[src/rtl/seg_scan_driver.sv]
// Time-multiplexed seven-segment scanner: double-buffered digit patterns,
// atomic back-to-front swap at frame end, blanking gap at the start of every slot.
module seg_scan_driver #(
   parameter int NDIG  = 8,
   parameter int DIV   = 50000,
   parameter int BLANK = 16
) (
   input  logic            clk,
   input  logic            rst_n,
   input  logic            in_valid,
   output logic            in_ready,
   input  logic            in_commit,
   input  logic [2:0]      in_idx,
   input  logic [7:0]      in_seg,
   output logic [NDIG-1:0] an,
   output logic [7:0]      seg_out,
   output logic            frame_tick
);

   localparam int              CW      = (DIV > 1) ? $clog2(DIV) : 1;
   localparam logic [CW-1:0]   CNT_MAX = CW'(DIV - 1);
   localparam logic [CW-1:0]   BLANK_C = CW'(BLANK);
   localparam logic [2:0]      DIG_MAX = 3'(NDIG - 1);

   logic [CW-1:0]   cnt_q, cnt_d;
   logic [2:0]      digit_q, digit_d;
   logic            pending_q, pending_d;
   logic [7:0]      back_q  [NDIG];
   logic [7:0]      back_d  [NDIG];
   logic [7:0]      front_q [NDIG];
   logic [7:0]      front_d [NDIG];
   logic [NDIG-1:0] an_q, an_d;
   logic [7:0]      seg_q, seg_d;
   logic            tick_q, tick_d;

   logic            frame_end_s;
   logic            accept_s;
   logic            swap_s;
   logic [7:0]      cur_seg_s;

   assign in_ready   = ~pending_q;
   assign an         = an_q;
   assign seg_out    = seg_q;
   assign frame_tick = tick_q;

   // Next-state logic for scan counters, buffers, pending flag and output drive
   always_comb begin
      cnt_d       = cnt_q;
      digit_d     = digit_q;
      pending_d   = pending_q;
      back_d      = back_q;
      front_d     = front_q;
      an_d        = {NDIG{1'b1}};
      seg_d       = 8'hFF;
      cur_seg_s   = 8'hFF;

      frame_end_s = (cnt_q == CNT_MAX) && (digit_q == DIG_MAX);
      accept_s    = in_valid && !pending_q;
      // pending is sampled before this edge, so a commit landing on a frame end waits a frame
      swap_s      = pending_q && frame_end_s;
      tick_d      = frame_end_s;

      if (cnt_q == CNT_MAX) begin
         cnt_d = {CW{1'b0}};
         if (digit_q == DIG_MAX) begin
            digit_d = 3'd0;
         end else begin
            digit_d = digit_q + 3'd1;
         end
      end else begin
         cnt_d = cnt_q + {{(CW-1){1'b0}}, 1'b1};
      end

      if (accept_s) begin
         for (int i = 0; i < NDIG; i++) begin
            if (in_idx == 3'(i)) begin
               back_d[i] = in_seg;
            end else begin
               back_d[i] = back_q[i];
            end
         end
      end else begin
         back_d = back_q;
      end

      if (swap_s) begin
         front_d   = back_q;
         pending_d = 1'b0;
      end else if (accept_s && in_commit) begin
         pending_d = 1'b1;
      end else begin
         pending_d = pending_q;
      end

      for (int i = 0; i < NDIG; i++) begin
         if (digit_q == 3'(i)) begin
            cur_seg_s = front_q[i];
         end else begin
            cur_seg_s = cur_seg_s;
         end
      end

      if (cnt_q < BLANK_C) begin
         an_d  = {NDIG{1'b1}};
         seg_d = 8'hFF;
      end else begin
         an_d  = ~(NDIG'(1) << digit_q);
         seg_d = cur_seg_s;
      end
   end

   // State and output registers; reset blanks the display and discards any pending commit
   always_ff @(posedge clk or negedge rst_n) begin
      if (!rst_n) begin
         cnt_q     <= {CW{1'b0}};
         digit_q   <= 3'd0;
         pending_q <= 1'b0;
         for (int i = 0; i < NDIG; i++) begin
            back_q[i]  <= 8'hFF;
            front_q[i] <= 8'hFF;
         end
         an_q      <= {NDIG{1'b1}};
         seg_q     <= 8'hFF;
         tick_q    <= 1'b0;
      end else begin
         cnt_q     <= cnt_d;
         digit_q   <= digit_d;
         pending_q <= pending_d;
         for (int i = 0; i < NDIG; i++) begin
            back_q[i]  <= back_d[i];
            front_q[i] <= front_d[i];
         end
         an_q      <= an_d;
         seg_q     <= seg_d;
         tick_q    <= tick_d;
      end
   end

endmodule
[config.mk]
export PLATFORM = sky130hd
export DESIGN_NAME = seg_scan_driver
export DESIGN_NICKNAME = d
export VERILOG_FILES = /design/src/rtl/seg_scan_driver.sv
export SDC_FILE = /design/constraint.sdc
export NUM_CORES = 1
export LEC_CHECK = 0
export CAP_MARGIN = 20
export CELL_PAD_IN_SITES_DETAIL_PLACEMENT = 0
export CELL_PAD_IN_SITES_GLOBAL_PLACEMENT = 1
export CORE_MARGIN = 1.5
export CORE_UTILIZATION = 45
export CTS_CLUSTER_SIZE = 14
export DETAILED_ROUTE_END_ITERATION = 12
export HOLD_SLACK_MARGIN = 0.05
export PLACE_DENSITY_LB_ADDON = 0.2
export SLEW_MARGIN = 15
export SYNTH_ARGS = -nofsm -noshare
export SYNTH_HDL_FRONTEND = slang
export SYNTH_SLANG_ARGS = --single-unit
[constraint.sdc]
create_clock -name clk -period 2.4 [get_ports clk]
set_clock_uncertainty 0.2 [all_clocks]
set_input_delay 0.6 -clock clk [delete_from_list [all_inputs] [get_ports clk]]
set_output_delay 0.6 -clock clk [all_outputs]
set_load 0.05 [all_outputs]
==> impl_metrics.csv <==
group,metric,value,unit
run_status,status,"finished, final reports clean",
drt,detail_route.iter0.violations,223,
cells_and_area,final_util,56.0,%
clock_tree,tritoncts_num_sinks,165,
logic_synthesis,synth.ff_latch_count,165,
die,floorplan.die_area,0.0167,mm2
logic_synthesis,yosysTopAreaCell,"dfstp_2",
clock_tree,tritoncts,"done",
cells_and_area,final_cell_area,0.00861,mm2
timing,max_freq,426,MHz
cells_and_area,mostFrequentLayoutCell,"dfstp_2",
worst_setup_path,crit_fanout,1,
logic_synthesis,synth-warning-count,0,
power_and_ir_drop,pwr_dens,675,mW/mm2
clock_tree,cts-htree-levels,4,
die,die_y,129,um
die,initial_utilization,46.6,%
drt,detailroute.wirelength.met3,465,um
worst_setup_path,number_of_buffers_and_inverters_on_the_critical_path,1,
place,detailed_place.area,0.00797,mm2
die,die_width,129,um
drt,drt-wirelength-per-cell,19.1,um
timing,maxSlewHeadroom,64.1,%
place,place.detailed.hpwl,10500,um
power_and_ir_drop,ir_drop,0.498,mV
global_route,grt_start_max_net_pins,60,
drt,totalWireLength,15400,um
timing,final.min_clock_period,2.35,ns
worst_setup_path,crit_path_max_delay_cell_type,"clkdlybuf4s50_1",
cells_and_area,area_delta_synth_final,20.1,%
timing,finalSetupViolCount,0,
drt,post-route-drc-count,0,
drt,detail_route.wirelength.met1,7540,um
power_and_ir_drop,p_leak,0.00356,uW
worst_setup_path,critical-path-max-stage-delay,0.79,ns
cells_and_area,fin_nets,604,
place,place.gp.congestion,0.766,
logic_synthesis,mappedNetlistArea,0.00716,mm2
global_route,first_global_vias,4575,
worst_setup_path,setup.worst_path.end_class,"output port",
drt,via_count,4317,
clock_tree,ctsRootBufferMaster,"clkbuf_16",
global_route,antenna_violations_before_repair,0,
hold_path,holdCritPathClass,"flop to flop",
worst_setup_path,timing.critical_path.cells,"clkdlybuf4s50_1",
timing,timing_hold_violations_final,0,
drt,viasPerCell,5.36,
logic_synthesis,yosys.area.top_type_share,52.8,%
global_route,grt_pass1_wl,25300,um
worst_setup_path,timing.critical_path.max_delay_family,"buffers and inverters",
timing,min_period_over_period,97.8,%
clock_tree,clk_transition_reported_paths,0.06,ns
global_route,grt_use_total,20.4,%
drt,detail-route-antenna-nets,0,
clock_tree,clock_insertion_delay_worst_skew,0.43,ns
logic_synthesis,postSynthCellCount,510,
cells_and_area,proportion_of_layout_cells_with_a_drive_suffix_above_1,60.3,%
place,port_buffers,32,
logic_synthesis,number_of_distinct_library_cells_after_synthesis,39,
timing,worst_slew_pin_slew,0.533,ns
clock_tree,cts_max_path_buffers,2,
logic_synthesis,post_synth.cell_area_avg,14.0,um2
timing,report.final.slew_viol_count,0,
timing,rsz0062_at_grt,"no",
worst_setup_path,timing_worst_setup_path_type,"flop to output port",
worst_setup_path,cp.arrival,1.55,ns
clock_tree,cts_made_buffers,17,
die,rows,45,
cells_and_area,num_antenna_cells,0,
logic_synthesis,synth_fp_nets,532,
job,drv.max_cap_violation_count,0,
drt,top_signal_layer_used,"met4",
worst_setup_path,cp-start-kind,"flop",
global_route,gr-total-overflow,0,
die,ioPinCount,33,
cells_and_area,layout_common_cells,"144 x dfstp_2, 115 x mux2_2, 53 x buf_4",
logic_synthesis,synth.area.top_cells,"dfstp_2 53%, mux2_2 18%, dfrtp_1 7.3%",
worst_setup_path,required,1.60,ns
drt,detailedRoute.firstPassIterationCount,4,
logic_synthesis,yosysSeqAreaShare,60.2,%
drt,met2RoutedLength,7210,um
die,core_area,0.0154,mm2
layer usage:
layer / up-vias / track usage [%]
met5: - / 0
met3: 16 / 4.34
li1: 1993 / -
met2: 59 / 32.2
met4: 0 / 6.35
met1: 2249 / 28.4
kinds of logic (layout without fill, tap and decap cells):
family | Yosys count | in the layout | share of synthesized area [%]
xor gates and xnor gates | 11 | 11 | 1.35
muxes | 129 | 129 | 20.3
DFF | 165 | 165 | 60.2
buffers and inverters | 29 | 114 | 2.17
AOI/OAI and AO/OA | 33 | 33 | 3.88
and+or+nand+nor | 136 | 136 | 11.0
adders and majority gates | 7 | 7 | 1.22
what timing repair did:
item,in CTS,in global routing
setup buffers,0,0
hold endpoints to repair,10,0
hold buffers,1,0
endpoints found under the setup margin,0,2
resized for setup,0,1
report_power, final:
group	internal (uW)	total, uW	leakage [uW]	switching (uW)
clock network	1750	2850	0.000310	1100
registers	2820	2830	0.00176	7.98
logic	44.0	127	0.00149	82.9
total	4620	5810	0.00356	1200
final timing paths:
path / start / to / slack (ns) / depth (start not counted)
worst max-delay path: frame_tick$_DFF_PN0_ / frame_tick / 0.05 / 1
worst min-delay path: cnt_q[0]$_DFF_PN0_ / cnt_q[0]$_DFF_PN0_ / 0.27 / 1
worst max register to register: cnt_q[10]$_DFF_PN0_ / front_q[43]$_DFFE_PN1P_ / 0.16 / 5
worst min register to register: cnt_q[0]$_DFF_PN0_ / cnt_q[0]$_DFF_PN0_ / 0.27 / 1
max in group asynchronous: rst_n / back_q[14]$_DFFE_PN1P_ / 0.78 / 3
min in group asynchronous: rst_n / cnt_q[11]$_DFF_PN0_ / 0.49 / 2
through the flow:
stage	total power [uW]	worst slack [ns]	hold WS, ns	cells	TNS [ns]
global placement	3000	-0.119	0.258	773	-3.41
detailed placement	3000	-0.130	0.263	773	-3.00
global route	6010	0.0185	0.282	806	0
floorplan	2890	0.218	0.104	510	0
finish	5810	0.0539	0.267	806	0
CTS	5870	0.0147	0.271	806	0
Yosys cell counts, drive strengths merged:
cell     count
nor3         4
ha           7
nand2b      16
nor2b       11
xnor2        3
nand2       33
o21ai        4
dfrtp       21
and2         3
mux2       129
o21a         1
or2          1
buf          7
nand3b       2
nand3       18
a221o        8
or3          2
o41ai        1
and4         4
nor3b       10
nand4       14
inv          7
xor2         8
o311ai       9
and3         1
o2111ai      8
nor4         2
nor2        15
clkbuf      15
o211ai       1
dfstp      144
a21oi        1
state kept, by name (all words and copies together), names as in the netlist:
signal	flops
back_q	64
front_q	64
cnt_q	16
an	8
seg_out	8
digit_q	3
frame_tick	1
pending_q	1
cell type report:
class	count	area [um2]
Sequential cell	165	4310
Clock inverter	11	145
Timing Repair Buffer	75	679
Fill cell	1285	6770
Multi-Input combinational cell	316	2700
Inverter	7	26.3
Clock buffer	21	480
Tap cell	211	264
Note: power is estimated with default switching activity, not from simulation.
